<file path="src/rtl/table_ad_receive.sv">
// -----------------------------------------------------------------------------
// table_ad_receive
//
// Per-channel receiver for the byte-serial table address/data bus. While this
// channel's enable (dv) is high, one byte per cycle arrives LSB first:
//   - a 3-byte burst with a_not_d=1 on its first byte loads the table address
//   - a 4-byte burst with a_not_d=0 on its first byte carries one 32-bit data
//     word, unpacked into 32/DATA_WIDTH table writes at consecutive addresses
// The address auto-increments after every write and wraps silently.
//
// Parameters
//   ADDR_BITS   table address width (1..24); low bits of the 24-bit burst address
//   DATA_WIDTH  table word width: 8, 16 or 32
//
// Ports
//   clk      in   system clock, all logic on the rising edge
//   srst     in   synchronous active-high reset
//   a_not_d  in   burst type, sampled with the first byte only
//   ser_d    in   serial byte, valid while dv=1
//   dv       in   channel enable, one byte per cycle while high
//   taddr    out  table write address, valid with twe
//   tdata    out  table write data, valid with twe
//   twe      out  single-cycle write strobe per table word
//   err      out  single-cycle pulse on a truncated or over-long burst
// -----------------------------------------------------------------------------
module table_ad_receive #(
    parameter int ADDR_BITS  = 8,
    parameter int DATA_WIDTH = 32
) (
    input  logic                  clk,
    input  logic                  srst,
    input  logic                  a_not_d,
    input  logic [7:0]            ser_d,
    input  logic                  dv,
    output logic [ADDR_BITS-1:0]  taddr,
    output logic [DATA_WIDTH-1:0] tdata,
    output logic                  twe,
    output logic                  err
);

    typedef enum logic [1:0] {
        S_IDLE = 2'd0,
        S_ADDR = 2'd1,
        S_DATA = 2'd2,
        S_SKIP = 2'd3
    } state_t;

    // True when byte k (0..3) of a data burst is the last byte of a table word.
    function automatic logic word_complete(input logic [1:0] k);
        logic done;
        if (DATA_WIDTH == 8) begin
            done = 1'b1;
        end else if (DATA_WIDTH == 16) begin
            done = k[0];
        end else begin
            done = (k == 2'd3);
        end
        return done;
    endfunction

    state_t                  state_q, state_d;
    logic [1:0]              cnt_q, cnt_d;
    logic [31:0]             buf_q, buf_d;
    logic [ADDR_BITS-1:0]    addr_q, addr_d;
    logic [ADDR_BITS-1:0]    taddr_q, taddr_d;
    logic [DATA_WIDTH-1:0]   tdata_q, tdata_d;
    logic                    twe_q, twe_d;
    logic                    err_q, err_d;
    logic                    ovf_q, ovf_d;   // over-long error already reported for this burst

    logic [1:0]              byte_idx_s;
    logic [31:0]             assembled_s;
    logic [5:0]              word_lo_s;
    logic [DATA_WIDTH-1:0]   word_s;
    logic                    issue_s;

    // Assemble the word ending at the current byte: earlier bytes from the
    // buffer, the current byte straight from the bus.
    always_comb begin
        if (state_q == S_DATA) begin
            byte_idx_s = cnt_q;
        end else begin
            byte_idx_s = 2'd0;
        end
        assembled_s = buf_q;
        assembled_s[{byte_idx_s, 3'b000} +: 8] = ser_d;
        // Bit offset of the word's LSB; only meaningful when the word completes.
        word_lo_s = {1'b0, byte_idx_s, 3'b000} + 6'd8 - 6'(DATA_WIDTH);
        word_s    = DATA_WIDTH'(assembled_s >> word_lo_s);
    end

    // Next-state and output logic of the burst receiver.
    always_comb begin
        state_d = state_q;
        cnt_d   = cnt_q;
        buf_d   = buf_q;
        addr_d  = addr_q;
        taddr_d = taddr_q;
        tdata_d = tdata_q;
        twe_d   = 1'b0;
        err_d   = 1'b0;
        ovf_d   = ovf_q;
        issue_s = 1'b0;

        case (state_q)
            S_IDLE: begin
                if (dv) begin
                    buf_d[7:0] = ser_d;
                    cnt_d      = 2'd1;
                    if (a_not_d) begin
                        state_d = S_ADDR;
                    end else begin
                        state_d = S_DATA;
                        issue_s = word_complete(2'd0);
                    end
                end else begin
                    state_d = S_IDLE;
                end
            end
            S_ADDR: begin
                if (dv) begin
                    if (cnt_q == 2'd2) begin
                        // Upper burst-address bits beyond ADDR_BITS are dropped.
                        addr_d  = ADDR_BITS'({ser_d, buf_q[15:0]});
                        cnt_d   = 2'd0;
                        ovf_d   = 1'b0;
                        state_d = S_SKIP;
                    end else begin
                        buf_d[{cnt_q, 3'b000} +: 8] = ser_d;
                        cnt_d = cnt_q + 2'd1;
                    end
                end else begin
                    // Truncated address burst: address register left untouched.
                    err_d   = 1'b1;
                    cnt_d   = 2'd0;
                    state_d = S_IDLE;
                end
            end
            S_DATA: begin
                if (dv) begin
                    buf_d[{cnt_q, 3'b000} +: 8] = ser_d;
                    issue_s = word_complete(cnt_q);
                    if (cnt_q == 2'd3) begin
                        cnt_d   = 2'd0;
                        ovf_d   = 1'b0;
                        state_d = S_SKIP;
                    end else begin
                        cnt_d = cnt_q + 2'd1;
                    end
                end else begin
                    // Truncated data burst: the partial word is simply dropped.
                    err_d   = 1'b1;
                    cnt_d   = 2'd0;
                    state_d = S_IDLE;
                end
            end
            S_SKIP: begin
                if (dv) begin
                    // Extra bytes are ignored; flag only the first one.
                    if (!ovf_q) begin
                        err_d = 1'b1;
                        ovf_d = 1'b1;
                    end else begin
                        err_d = 1'b0;
                    end
                end else begin
                    ovf_d   = 1'b0;
                    state_d = S_IDLE;
                end
            end
            default: begin
                cnt_d   = 2'd0;
                state_d = S_IDLE;
            end
        endcase

        // A completed word is written at the current address, which then
        // advances so the next word of the burst lands one entry higher.
        if (issue_s) begin
            twe_d   = 1'b1;
            taddr_d = addr_q;
            tdata_d = word_s;
            addr_d  = addr_q + ADDR_BITS'(1'b1);
        end else begin
            twe_d = 1'b0;
        end
    end

    // State and output registers with synchronous reset.
    always_ff @(posedge clk) begin
        if (srst) begin
            state_q <= S_IDLE;
            cnt_q   <= 2'd0;
            buf_q   <= 32'd0;
            addr_q  <= {ADDR_BITS{1'b0}};
            taddr_q <= {ADDR_BITS{1'b0}};
            tdata_q <= {DATA_WIDTH{1'b0}};
            twe_q   <= 1'b0;
            err_q   <= 1'b0;
            ovf_q   <= 1'b0;
        end else begin
            state_q <= state_d;
            cnt_q   <= cnt_d;
            buf_q   <= buf_d;
            addr_q  <= addr_d;
            taddr_q <= taddr_d;
            tdata_q <= tdata_d;
            twe_q   <= twe_d;
            err_q   <= err_d;
            ovf_q   <= ovf_d;
        end
    end

    // srst forces the outputs to their reset values in the cycle it is
    // asserted, so a write already queued in twe_q never reaches the table.
    assign twe   = twe_q & ~srst;
    assign err   = err_q & ~srst;
    assign taddr = srst ? {ADDR_BITS{1'b0}} : taddr_q;
    assign tdata = srst ? {DATA_WIDTH{1'b0}} : tdata_q;

endmodule

</file>
<file path="config.mk">
export PLATFORM = sky130hd
export DESIGN_NAME = table_ad_receive
export DESIGN_NICKNAME = d
export VERILOG_FILES = /design/src/rtl/table_ad_receive.sv
export SDC_FILE = /design/constraint.sdc
export NUM_CORES = 1
export LEC_CHECK = 0
export CORE_UTILIZATION = 60
export DETAILED_ROUTE_END_ITERATION = 16
export HOLD_SLACK_MARGIN = 0.06
export PLACE_DENSITY = 0.93
export SYNTH_ARGS = -nofsm -noshare
export SYNTH_HDL_FRONTEND = slang
export SYNTH_SLANG_ARGS = --single-unit
</file>
<file path="constraint.sdc">
create_clock -name clk -period 5 [get_ports clk]
set_input_delay 1 -clock clk [delete_from_list [all_inputs] [get_ports clk]]
set_output_delay 1 -clock clk [all_outputs]
set_load 0.01 [all_outputs]
</file>
* Word level (Yosys, flattened, before mapping)
Cells that the tools add are included.
** Storage, ports and cells
- Register bits :: 87
- Word-level logic and storage cells :: 94
** Cells by class
- Add/subtract/negate cells :: 6
- Eq/ne operators :: 14
- Shift operators :: 5
- Mux-type cells :: 42
- Bitwise gates (word level) :: 3
- Reduce and logical (&&, ||, !) cells :: 14
** Operators by type and width (number)
- $mux W32 :: 4
- $bwmux W32 :: 2
- $shift A8 B7 Y32 const A :: 2
- $shiftx A8 B7 Y32 :: 2
- $mux W8 :: 6
- $pmux W24 S2 :: 1
- $shr A32 B6 Y32 :: 1
- $mux W2 :: 13
- $pmux W8 S3 :: 1
- $neg A5 Y7 :: 2
- $ne A2 B2 Y1 const B :: 6
- $mux W1 :: 11
- $reduce_and A5 Y1 :: 2
- $add A8 B1 Y8 const B :: 1
- $eq A2 B2 Y1 const B :: 4
- $pmux W2 S4 :: 1
- $reduce_bool A2 Y1 :: 4
- $add A5 B4 Y6 const B :: 1
- $pmux W2 S3 :: 1
- $reduce_and A3 Y1 :: 2
- $reduce_bool A3 Y1 :: 2
- $sub A6 B6 Y6 const B :: 1
- $reduce_and A4 Y1 :: 1
- $ne A3 B2 Y1 const B :: 1
- 11 further kinds :: 12

* Logic depth before layout (Yosys ltp)
Gate-level depths: netlist (run 1).
- Depth in word-level cells :: 6
- Mapped depth :: 10

* Worst setup path before layout (run 1)
OpenSTA, ideal clock, no wires.
- Path type :: input to output
- From :: in srst
- To :: out tdata[0]
- Arrival :: 1.651 ns
- Slack :: 2.349 ns
- Stages :: 3
- Path buffers :: 2
- Cells stage by stage :: clkbuf_1 -> clkbuf_1 -> nor2b_1
** On the way
- Word-level cells in the longest chain between the ends :: 1
** RTL lines
- start, declared :: RTL line 31 : input logic srst,
- $mux W32 :: RTL line 219 : assign tdata = srst ? {DATA_WIDTH{1'b0}} : tdata_q;
- end, declared :: RTL line 36 : output logic [DATA_WIDTH-1:0] tdata,
Every way passes these cells.

* Worst setup path in the final report (run 1)
- From :: reg state_q[0]
- To :: reg tdata_q[26]
** On the way
- Word-level cells in the longest chain between the ends :: 6
- Elaborated cells on any way between the ends :: 10
- Those cells by class :: add/sub: 3; eq/ne: 1; shift: 3; mux: 3
** RTL lines
- start, declared :: RTL line 61 : state_t state_q, state_d;
- start signal, assigned :: RTL line 202 : state_q <= state_d;
- $eq A2 B2 Y1 * :: RTL line 80, 105
- $mux W2 :: RTL line 80 : if (state_q == S_DATA) begin
- $neg A5 Y7 :: RTL line 86 : assembled_s[{byte_idx_s, 3'b000} +: 8] = ser_d;
- $shiftx A8 B7 Y32 / $shift A8 B7 Y32 (equally long branches) :: RTL line 86
- $bwmux W32 :: RTL line 86
- $shr A32 B6 Y32 :: RTL line 89 : word_s = DATA_WIDTH'(assembled_s >> word_lo_s);
- end signal, assigned :: RTL line 197 : tdata_q <= {DATA_WIDTH{1'b0}};
- end signal, assigned :: RTL line 207 : tdata_q <= tdata_d;
- end, declared :: RTL line 66 : logic [DATA_WIDTH-1:0] tdata_q, tdata_d;
Every way passes the cells marked *; elsewhere a longest branch is shown, timed or not.
A chain may end at the register's enable or synchronous reset.

==> results_dict.tcl, run 1 <==
set metrics [dict create \
    run_status "finished, final reports clean" \
    final_layout_size_suffix_gt1_share_pct 6.367 \
    antenna_cells_inserted 0 \
    post_synth_inst_count 497 \
    crit_chain "inv_1 > ha_1 > nand2_2 > inv_4 > ha_1 > nand4b_1 > nor2_2 > nand2_1 > o21ai_0" \
    cts.sinks 87 \
    final_hpwl_from_detailed_placement_um 8072 \
    ys.warnings.count 0 \
    path_clk_slew_ns 0.09 \
    grt_setup_unrepaired "no" \
    largest_stage_delay_on_the_critical_path_ns 0.57 \
    synthTopCellsByArea "sky130_fd_sc_hd__dfxtp_1 39%, sky130_fd_sc_hd__nor2b_1 6.2%, sky130_fd_sc_hd__ha_1 5.0%" \
    timing_max_transition_violations_final 0 \
    core_area_um2 7253 \
    share_clk_of_total_power_pct 35.3 \
    total_leakage_power_nw 1.816 \
    postSynthRegisterBits 87 \
    drt-pass1-iter-count 5 \
    cellInternalPower_w 0.0009290 \
    globalRouteTotalUtil_pct 30.21 \
    synth_compound_gate_area_share_pct 22.44 \
    fin_crit_ns 3.725 \
    postSynth.asyncResetShare_pct 0 \
    cts.repair.resized 0 \
    clock_root_cell "sky130_fd_sc_hd__clkbuf_8" \
    cp.arrival_ns 4.00 \
    critical-path-slowest-cell "sky130_fd_sc_hd__nor2_2" \
    fin_worst_skew_ns 0.01205 \
    synth.cell_area_um2 4511 \
    row_count 31 \
    num_vias 3954 \
    design.final.nets 559 \
    timing.slew.headroom_pct 24.87 \
    post_synth_xor_area_fraction_pct 0 \
    critPathRequiredTime_ns 5.27 \
    synthMuxAreaShare_pct 3.773 \
    clk_path_buf_depth 2 \
    most_numerous_cell_on_the_critical_path "sky130_fd_sc_hd__ha_1" \
    power.ir.vdd_worst_mv 0.1430 \
    worstMarginPinSlew_ns 1.127 \
    drtIter0Drc 407 \
    htreeDepth 3 \
    post-cts-setup-buffer-count 0 \
    synth_top_family_by_area "simple AND/OR/NAND/NOR gates" \
    synth.largest_area_cell "sky130_fd_sc_hd__dfxtp_1" \
    syn2layout_area_growth_pct 15.09 \
    globalRoute.totalOverflow 0 \
    clk-insertion-delay-late_ns 0.37 \
    syn-mean-instance-area_um2 9.076 \
    antenna_violations_before_repair 0 \
    critPathLaunchType "flop" \
    top_level_ports 54 \
    yosys.area.top_type_share_pct 38.61 \
    clock.fmax_mhz 268.4 \
    synth_adder_area_share_pct 4.993 \
    power_density_over_the_cells_nw_per_um2 247.3 \
    place.gp.congestion 0.8944 \
    ant_nets 0 \
    route.detailed.wl_per_inst_um 17.72 \
    ys.flop_type "sky130_fd_sc_hd__dfxtp_1" \
    start_util_pct 62.19 \
    grt_pass1_wl_um 18040 \
    io_buffers 53 \
    critical_setup_path_class "flop to flop" \
    dieHeight_um 88.71 \
    power_switching_share_pct 27.65 \
    syn_nets 527 \
    die_x_um 88.71 \
    setup_viol_count_final 0 \
    drv.max_cap_violation_count 0 \
    synth_cell_types 53 \
    grt_start_max_net_pins 71 \
    timing.critical_path.to_type "flop" \
    final_min_period_over_clock_period_pct 74.50 \
    final-instance-count-excl-fill 633 \
    number_of_global_route_vias_before_repair 3520 \
    post_synth_and_or_nand_nor_area_fraction_pct 25.66 \
    most_common_library_cells_after_synthesis "87 x sky130_fd_sc_hd__dfxtp_1, 45 x sky130_fd_sc_hd__nor2b_1, 30 x sky130_fd_sc_hd__nand2_1, 30 x sky130_fd_sc_hd__nand3b_1" \
    p_seq_share_pct 55.6 \
    crit_fanout 30 \
    cts-buffers-inserted 9 \
    seq_area_frac_synth_pct 38.61 \
    synth.most_common_cell "sky130_fd_sc_hd__dfxtp_1" \
    remaining_drc_errors 0 \
    fin_setup_tns_ns 0 \
    power_switching_w 0.0003550 \
    detail_route.vias_per_cell 6.246 \
    cts_hold_buffers 0 \
    placedCellCount 617 \
    combPwrFrac_pct 9.1 \
    totalWireLength_um 11220 \
    die_area_um2 7869 \
    timing.hold.worst.class "flop to flop" \
    synth-edff-count 0 \
    timing.final.hold_violations 0 \
    tritoncts "yes" \
]
## registers in the layout, summed over array words and instances, names as in the netlist
signal	cells
state_q	2
buf_q	32
addr_q	8
taddr_q	8
ovf_q	1
cnt_q	2
tdata_q	32
twe_q	1
err_q	1
## stage by stage
stage	worst slack, ns	hold slack [ns]	total power, W	util [%]	cell area (um2)
floorplan	2.349	0.4274	0.0008135	-	4511
global placement	1.500	0.4381	0.0008388	69.09	5011
detailed placement	1.400	0.4422	0.0008434	69.09	5011
CTS	1.375	0.4541	0.001285	71.57	5191
global route	1.046	0.4890	0.001328	71.57	5191
finish	1.275	0.4496	0.001284	71.57	5191
## cell families (layout without fill, tap and decap cells)
| logic type | after synthesis | after routing |
|---|---|---|
| simple gates | 193 | 193 |
| compound gates | 138 | 138 |
| flops | 87 | 87 |
| buf+inv | 44 | 81 |
| fa+ha+maj | 18 | 18 |
| mux | 17 | 17 |
## final timing paths
path	startpoint	to	slack [ns]	cells past startpoint
max reg2reg	state_q[0]	tdata_q[26]	1.27	9
min reg2reg	tdata_q[3]	tdata_q[3]	0.45	2
min	tdata_q[3]	tdata_q[3]	0.45	2
max	state_q[0]	tdata_q[26]	1.27	9
## worst max-delay path, delay by kind of cell, from the launching register on
family	cells	cell delay, ns
buf+inv	2	0.50
fa+ha+maj	2	0.86
compound gates	1	0.30
flops	1	0.35
simple gates	4	1.62
## power groups by stage
stage	combinational (W)	sequential (W)	clock [W]
global route	0.000125	0.000716	0.000488
detailed placement	0.000114	0.000730	0
finish	0.000116	0.000714	0.000453
global placement	0.000110	0.000729	0
CTS	0.000114	0.000713	0.000457
floorplan	0.0000896	0.000724	0
## final cells by class
type / instances / area, um2
fillers: 533 / 2062
clock buffers: 9 / 123.9
repair buffers: 55 / 540.5
well taps: 99 / 123.9
flip-flops and latches: 87 / 1742
inverters: 10 / 40.04
multi-input cells: 366 / 2565
clock inverters: 7 / 56.30
## metal layers
| metal | vias up | part of all wire (%) | track usage [%] |
|---|---|---|---|
| met5 | - | 0 | 0 |
| met4 | 0 | 3.8 | 14.37 |
| met3 | 39 | 6.7 | 5.410 |
| met2 | 194 | 46 | 48.60 |
| met1 | 1850 | 43 | 39.32 |
| li1 | 1871 | - | - |
## layout by cell type, fill, tap and decap left out, types with 9 or more instances in the layout
master / synthesis / final
sky130_fd_sc_hd__o31ai_1: 25 / 25
sky130_fd_sc_hd__nor2b_1: 45 / 45
sky130_fd_sc_hd__a21oi_1: 20 / 20
sky130_fd_sc_hd__mux2i_1: 17 / 17
sky130_fd_sc_hd__nand2_1: 30 / 30
sky130_fd_sc_hd__clkbuf_8: 0 / 9
sky130_fd_sc_hd__ha_1: 18 / 18
sky130_fd_sc_hd__nor2_1: 19 / 19
sky130_fd_sc_hd__inv_1: 9 / 9
sky130_fd_sc_hd__dfxtp_1: 87 / 87
sky130_fd_sc_hd__a22o_1: 17 / 17
sky130_fd_sc_hd__o21ai_0: 25 / 25
sky130_fd_sc_hd__nand3b_1: 30 / 30
sky130_fd_sc_hd__clkdlybuf4s50_1: 0 / 52
sky130_fd_sc_hd__nand2b_1: 25 / 25
(Power assumes the default switching activity.)
==> run 2: changes to the inputs <==
--- a/config.mk
+++ b/config.mk
@@ -5,10 +5,10 @@
 export SDC_FILE = /design/constraint.sdc
 export NUM_CORES = 1
 export LEC_CHECK = 0
-export CORE_UTILIZATION = 60
+export CORE_UTILIZATION = 51
 export DETAILED_ROUTE_END_ITERATION = 16
 export HOLD_SLACK_MARGIN = 0.06
-export PLACE_DENSITY = 0.93
+export PLACE_DENSITY = 0.85
 export SYNTH_ARGS = -nofsm -noshare
 export SYNTH_HDL_FRONTEND = slang
 export SYNTH_SLANG_ARGS = --single-unit
==> constraint.sdc (replaced) <==
create_clock -name clk -period 3.25 [get_ports clk]
set_input_delay 0.65 -clock clk [delete_from_list [all_inputs] [get_ports clk]]
set_output_delay 0.65 -clock clk [all_outputs]
set_load 0.01 [all_outputs]
==> run 2 against run 1 <==
  * Clock power is 85% higher
  * Hold slack better by 0.010 ns
  * Die area is 17% higher
  * Critical path type unchanged
  * Critical endpoint is now tdata_q[28]
  * Worst setup slack got worse by 0.65 ns
  * Largest power group unchanged
  * Non-clock buffer count rose by 4
  * Wire length down 2.0%
  * First-iteration DRC count fell by 18%
==> results_dict.tcl, run 2 (synthesized netlist as in run 1, its figures left out) <==
set metrics [dict create \
    dieHeight_um 96.05 \
    setup_viol_count_final 0 \
    cts.repair.resized 0 \
    io_buffers 53 \
    globalRouteTotalUtil_pct 25.76 \
    remaining_drc_errors 0 \
    total_leakage_power_nw 1.863 \
    htreeDepth 3 \
    die_area_um2 9225 \
    critical-path-slowest-cell "sky130_fd_sc_hd__ha_1" \
    grt_pass1_wl_um 18030 \
    cts_hold_buffers 0 \
    timing.critical_path.to_type "flop" \
    worst_path_dominant_cell_family "simple AND/OR/NAND/NOR gates" \
    setup_slack_after_placement_ns 0.6525 \
    p_total_w 0.002121 \
    power.ir.vdd_worst_mv 0.2368 \
    crit_fanout 9 \
    critPathLaunchType "flop" \
    timing.slew.headroom_pct 52.00 \
    fin_setup_tns_ns 0 \
    area.sequential_um2 1742 \
    number_of_global_route_vias_before_repair 3661 \
    cts.sinks 87 \
    multi_input_area_um2 2565 \
    antenna_violations_before_repair 0 \
    post-cts-setup-buffer-count 0 \
    drtIter0Drc 333 \
    timing.critical_path.buf_inv 2 \
    drt-pass1-iter-count 5 \
    syn2layout_area_growth_pct 17.09 \
    path_clk_slew_ns 0.09 \
    mostFrequentLayoutCell "sky130_fd_sc_hd__dfxtp_1" \
    fin_worst_skew_ns 0.007973 \
    detail_route.vias_per_cell 6.072 \
    drv.max_cap_violation_count 0 \
    most-common-layout-cells "87 x sky130_fd_sc_hd__dfxtp_1, 52 x sky130_fd_sc_hd__clkdlybuf4s50_1, 45 x sky130_fd_sc_hd__nor2b_1, 30 x sky130_fd_sc_hd__nand3b_1, 30 x sky130_fd_sc_hd__nand2_1" \
    antenna_cells_inserted 0 \
    core_area_um2 8382 \
    critical_setup_path_class "flop to flop" \
    final_min_period_over_clock_period_pct 80.90 \
    route.detailed.wl_per_inst_um 17.09 \
    clk-insertion-delay-late_ns 0.37 \
    top_level_ports 54 \
    crit_chain "inv_1 > ha_1 > nand2_2 > inv_4 > ha_1 > nand4b_1 > nor2_2 > nand2_1 > o21ai_0" \
    power_density_over_the_cells_nw_per_um2 401.6 \
    worst_slack_ns 0.6209 \
    grt_start_max_net_pins 104 \
    ant_nets 0 \
    fin_crit_ns 2.629 \
    clock.fmax_mhz 380.4 \
    clock_root_cell "sky130_fd_sc_hd__clkbuf_8" \
    tritoncts "yes" \
    postLayoutCoreUtil_pct 63.01 \
    place.gp.congestion 0.9318 \
    worstMarginPinSlew_ns 0.7179 \
    run_status "finished, final reports clean" \
    final_hpwl_from_detailed_placement_um 7921 \
    clk_path_buf_depth 2 \
    num_vias 3904 \
    final_layout_size_suffix_gt1_share_pct 7.063 \
    critPathRequiredTime_ns 3.54 \
    die_x_um 96.05 \
    globalRoute.totalOverflow 0 \
    timing_max_transition_violations_final 0 \
    fillers 683 \
    cp.arrival_ns 2.92 \
    row_count 33 \
    totalWireLength_um 10990 \
    grt_setup_unrepaired "no" \
    timing.final.hold_violations 0 \
    start_util_pct 53.81 \
    design.final.nets 563 \
    timing.hold.worst.class "flop to flop" \
    largest_stage_delay_on_the_critical_path_ns 0.39 \
    most_numerous_cell_on_the_critical_path "sky130_fd_sc_hd__ha_1" \
    cts-buffers-inserted 9 \
    reg_top3 "buf_q: 32 flops, tdata_q: 32 flops" \
]
run 2: changes by cell type in the layout (fill, tap and decap cells not counted):
cell	delta
sky130_fd_sc_hd__buf_12	+1
sky130_fd_sc_hd__buf_4	+3
sky130_fd_sc_hd__bufinv_16	+2
sky130_fd_sc_hd__clkinv_2	+1
sky130_fd_sc_hd__clkinv_4	-1
sky130_fd_sc_hd__clkinvlp_4	-1
sky130_fd_sc_hd__inv_6	-1
run 2: layout make-up:
cell class / count / share of cell area [%]
clock inverters: 7 / 1.824
well taps: 105 / 2.488
inverters: 10 / 0.7581
flip-flops and latches: 87 / 32.98
repair buffers: 59 / 11.04
multi-input cells: 366 / 48.57
clock buffers: 9 / 2.345
run 2: path summary, 6_finish.rpt:
check / start / endpoint / slack [ns] / cells past startpoint
max: state_q[0] / tdata_q[28] / 0.62 / 9
min: tdata_q[3] / tdata_q[3] / 0.46 / 2
max reg2reg: state_q[0] / tdata_q[28] / 0.62 / 9
min reg2reg: tdata_q[3] / tdata_q[3] / 0.46 / 2
run 2: per-layer routing:
layer / vias up / wire length (um) / track usage (%)
li1: 1873 / - / -
met1: 1812 / 4819 / 32.57
met2: 177 / 5002 / 40.60
met3: 42 / 742 / 6.003
met4: 0 / 422 / 13.68
met5: - / 0 / 0
run 2: through the flow:
stage | instance area [um2] | hold slack, ns | cells
after global routing | 5281 | 0.4792 | 643
after detailed placement | 5061 | 0.4484 | 627
after CTS | 5281 | 0.4616 | 643
after global placement | 5061 | 0.4429 | 627
final | 5281 | 0.4596 | 643
after floorplan | 4511 | 0.4274 | 497
run 2: worst register-to-register path, delay by kind of cell, from the launching register on:
kind / cells / cell delay, ns
fa+ha+maj: 2 / 0.68
compound gates: 1 / 0.22
simple gates: 4 / 1.01
buf+inv: 2 / 0.29
flops: 1 / 0.35
run 2: power breakdown:
group	switching [W]	total, W	internal, W
combinational	0.000112	0.000181	0.0000689
sequential	0.0000207	0.00110	0.00108
clock	0.000406	0.000840	0.000434
==> run 3: changes to the inputs <==
==> constraint.sdc (replaced) <==
create_clock -name clk -period 2.3 [get_ports clk]
set_input_delay 0.46 -clock clk [delete_from_list [all_inputs] [get_ports clk]]
set_output_delay 0.46 -clock clk [all_outputs]
set_load 0.01 [all_outputs]
==> run 3 against run 2 <==
  * Die area is the same
  * First-iteration DRC count grew 35%
  * Worst setup slack lost 0.54 ns
  * Global-route usage grew 1.6 points
  * Clock power grew 42%
  * Count of clock-buffer cells in the layout grew 1
  * Cell count grew 2.8%
  * Hold slack lost 0.0074 ns
  * Sequential share of layout area shrank 1.1 points
  * Final area grew 3.5%
  * Combinational power grew 57%
  * Critical path depth shrank 5
  * Largest cell class unchanged
  * Highest routed layer unchanged
==> results_dict.tcl, run 3 (synthesized netlist as in run 1, its figures left out) <==
set metrics [dict create \
    cp.arrival_ns 1.76 \
    power.ir.vdd_worst_mv 0.3341 \
    timing.critical_path.buf_inv 3 \
    worst_path_dominant_cell_family "buffers and inverters" \
    critPathLaunchType "input pin" \
    fin_setup_tns_ns 0 \
    ant_nets 0 \
    critical-path-slowest-cell "sky130_fd_sc_hd__clkdlybuf4s50_1" \
    path_clk_slew_ns 0.09 \
    postLayoutCoreUtil_pct 65.22 \
    clk-insertion-delay-late_ns 0.37 \
    worstMarginPinSlew_ns 0.7083 \
    start_util_pct 53.81 \
    power_density_over_the_cells_nw_per_um2 553.6 \
    antenna_violations_before_repair 0 \
    total_leakage_power_nw 1.978 \
    worstHoldStart "tdata_q[3]" \
    drtIter0Drc 449 \
    cts-buffers-inserted 9 \
    crit_fanout 23 \
    detail_route.vias_per_cell 6.036 \
    final_layout_size_suffix_gt1_share_pct 10.97 \
    io_buffers 53 \
    cts.sinks 87 \
    final_hpwl_from_detailed_placement_um 8887 \
    mostFrequentLayoutCell "sky130_fd_sc_hd__dfxtp_1" \
    htreeDepth 3 \
    reg_top3 "buf_q: 32 flops, tdata_q: 32 flops" \
    syn2layout_area_growth_pct 21.19 \
    largest_stage_delay_on_the_critical_path_ns 0.57 \
    globalRouteTotalUtil_pct 27.33 \
    num_vias 3990 \
    timing.critical_path.to_type "output pin" \
    antenna_cells_inserted 0 \
    die_area_um2 9225 \
    critPathRequiredTime_ns 1.84 \
    critical_setup_path_class "input pin to output pin" \
    crit-reg2reg-launch "state_q[0]" \
    setup_viol_count_final 0 \
    fillers 694 \
    multi_input_area_um2 2590 \
    crit_chain "buf_2 > buf_4 > nor2b_1 > clkdlybuf4s50_1" \
    globalRoute.totalOverflow 0 \
    remaining_drc_errors 0 \
    grt_start_max_net_pins 39 \
    timing.slew.headroom_pct 52.64 \
    grt_setup_unrepaired "yes" \
    fin_worst_skew_ns 0.009357 \
    most-common-layout-cells "87 x sky130_fd_sc_hd__dfxtp_1, 52 x sky130_fd_sc_hd__clkdlybuf4s50_1, 45 x sky130_fd_sc_hd__nor2b_1, 30 x sky130_fd_sc_hd__nand3b_1, 29 x sky130_fd_sc_hd__nand2_1" \
    timing.hold.worst.class "flop to flop" \
    timing.final.hold_violations 0 \
    fin_crit_ns 2.222 \
    design.final.nets 581 \
    clock.fmax_mhz 449.9 \
    route.detailed.wl_per_inst_um 18.08 \
    core_area_um2 8382 \
    dieHeight_um 96.05 \
    number_of_global_route_vias_before_repair 3675 \
    row_count 33 \
    run_status "finished, final reports clean" \
    setup.worst_path.start "srst" \
    drt-pass1-iter-count 6 \
    totalWireLength_um 11950 \
    clk_path_buf_depth 2 \
    final_min_period_over_clock_period_pct 96.63 \
    tritoncts "yes" \
    drv.max_cap_violation_count 0 \
    die_x_um 96.05 \
    place.gp.congestion 0.9529 \
    top_level_ports 54 \
    grt_pass1_wl_um 18950 \
    timing_max_transition_violations_final 0 \
    clock_root_cell "sky130_fd_sc_hd__clkbuf_8" \
    area.sequential_um2 1742 \
]
[run 3: metrics by stage]
| stage | total power, W | hold WS (ns) | cell area [um2] | setup slack [ns] | instances |
|---|---|---|---|---|---|
| floorplan | 0.001768 | 0.4274 | 4511 | 0.09809 | 497 |
| global placement | 0.001849 | 0.4436 | 5221 | 0.1179 | 645 |
| detailed placement | 0.001857 | 0.4446 | 5221 | 0.07875 | 645 |
| CTS | 0.003026 | 0.4549 | 5441 | 0.07537 | 661 |
| global route | 0.003125 | 0.4739 | 5466 | -0.02880 | 661 |
| finish | 0.003026 | 0.4522 | 5466 | 0.07753 | 661 |
[run 3: cell type report]
| class | count | share of cell area (%) |
|---|---|---|
| clock buffers | 10 | 2.335 |
| clock inverters | 6 | 1.694 |
| inverters | 10 | 0.7324 |
| multi-input cells | 366 | 47.38 |
| flip-flops and latches | 87 | 31.86 |
| well taps | 105 | 2.403 |
| repair buffers | 77 | 13.60 |
[run 3: worst reg2reg max path, stage by stage, from the launching register on]
cell,delay (ns)
sky130_fd_sc_hd__dfxtp_1,0.40
sky130_fd_sc_hd__inv_1,0.11
sky130_fd_sc_hd__ha_1,0.30
sky130_fd_sc_hd__and2_1,0.25
sky130_fd_sc_hd__ha_2,0.41
sky130_fd_sc_hd__nand2_1,0.10
sky130_fd_sc_hd__nor2_2,0.21
sky130_fd_sc_hd__nand2_2,0.14
sky130_fd_sc_hd__o21ai_0,0.21
[run 3: repair_timing]
item,in CTS,in global routing
resized for setup,0,7
setup buffers,0,0
hold buffers,0,0
endpoints found under the setup margin,0,22
[run 3: worst paths after layout]
| check | cells after the start | to | slack (ns) |
|---|---|---|---|
| setup / recovery | 4 | tdata[21] | 0.08 |
| hold / removal | 2 | tdata_q[3] | 0.45 |
| setup reg to reg | 8 | tdata_q[27] | 0.10 |
| hold reg to reg | 2 | tdata_q[3] | 0.45 |
[run 3: layer usage]
| layer | share of wire (%) | GRT usage, % | up-vias | routed length (um) |
|---|---|---|---|---|
| li1 | - | - | 1899 | - |
| met1 | 43 | 36.41 | 1900 | 5144 |
| met2 | 47 | 44.27 | 162 | 5644 |
| met3 | 7.2 | 5.371 | 29 | 857 |
| met4 | 2.6 | 8.831 | 0 | 305 |
| met5 | 0 | 0 | - | 0 |
[run 3: where the power goes]
group | switching [W] | internal, W
Sequential | 0.0000239 | 0.00153
Combinational | 0.000173 | 0.000111
Clock | 0.000576 | 0.000618
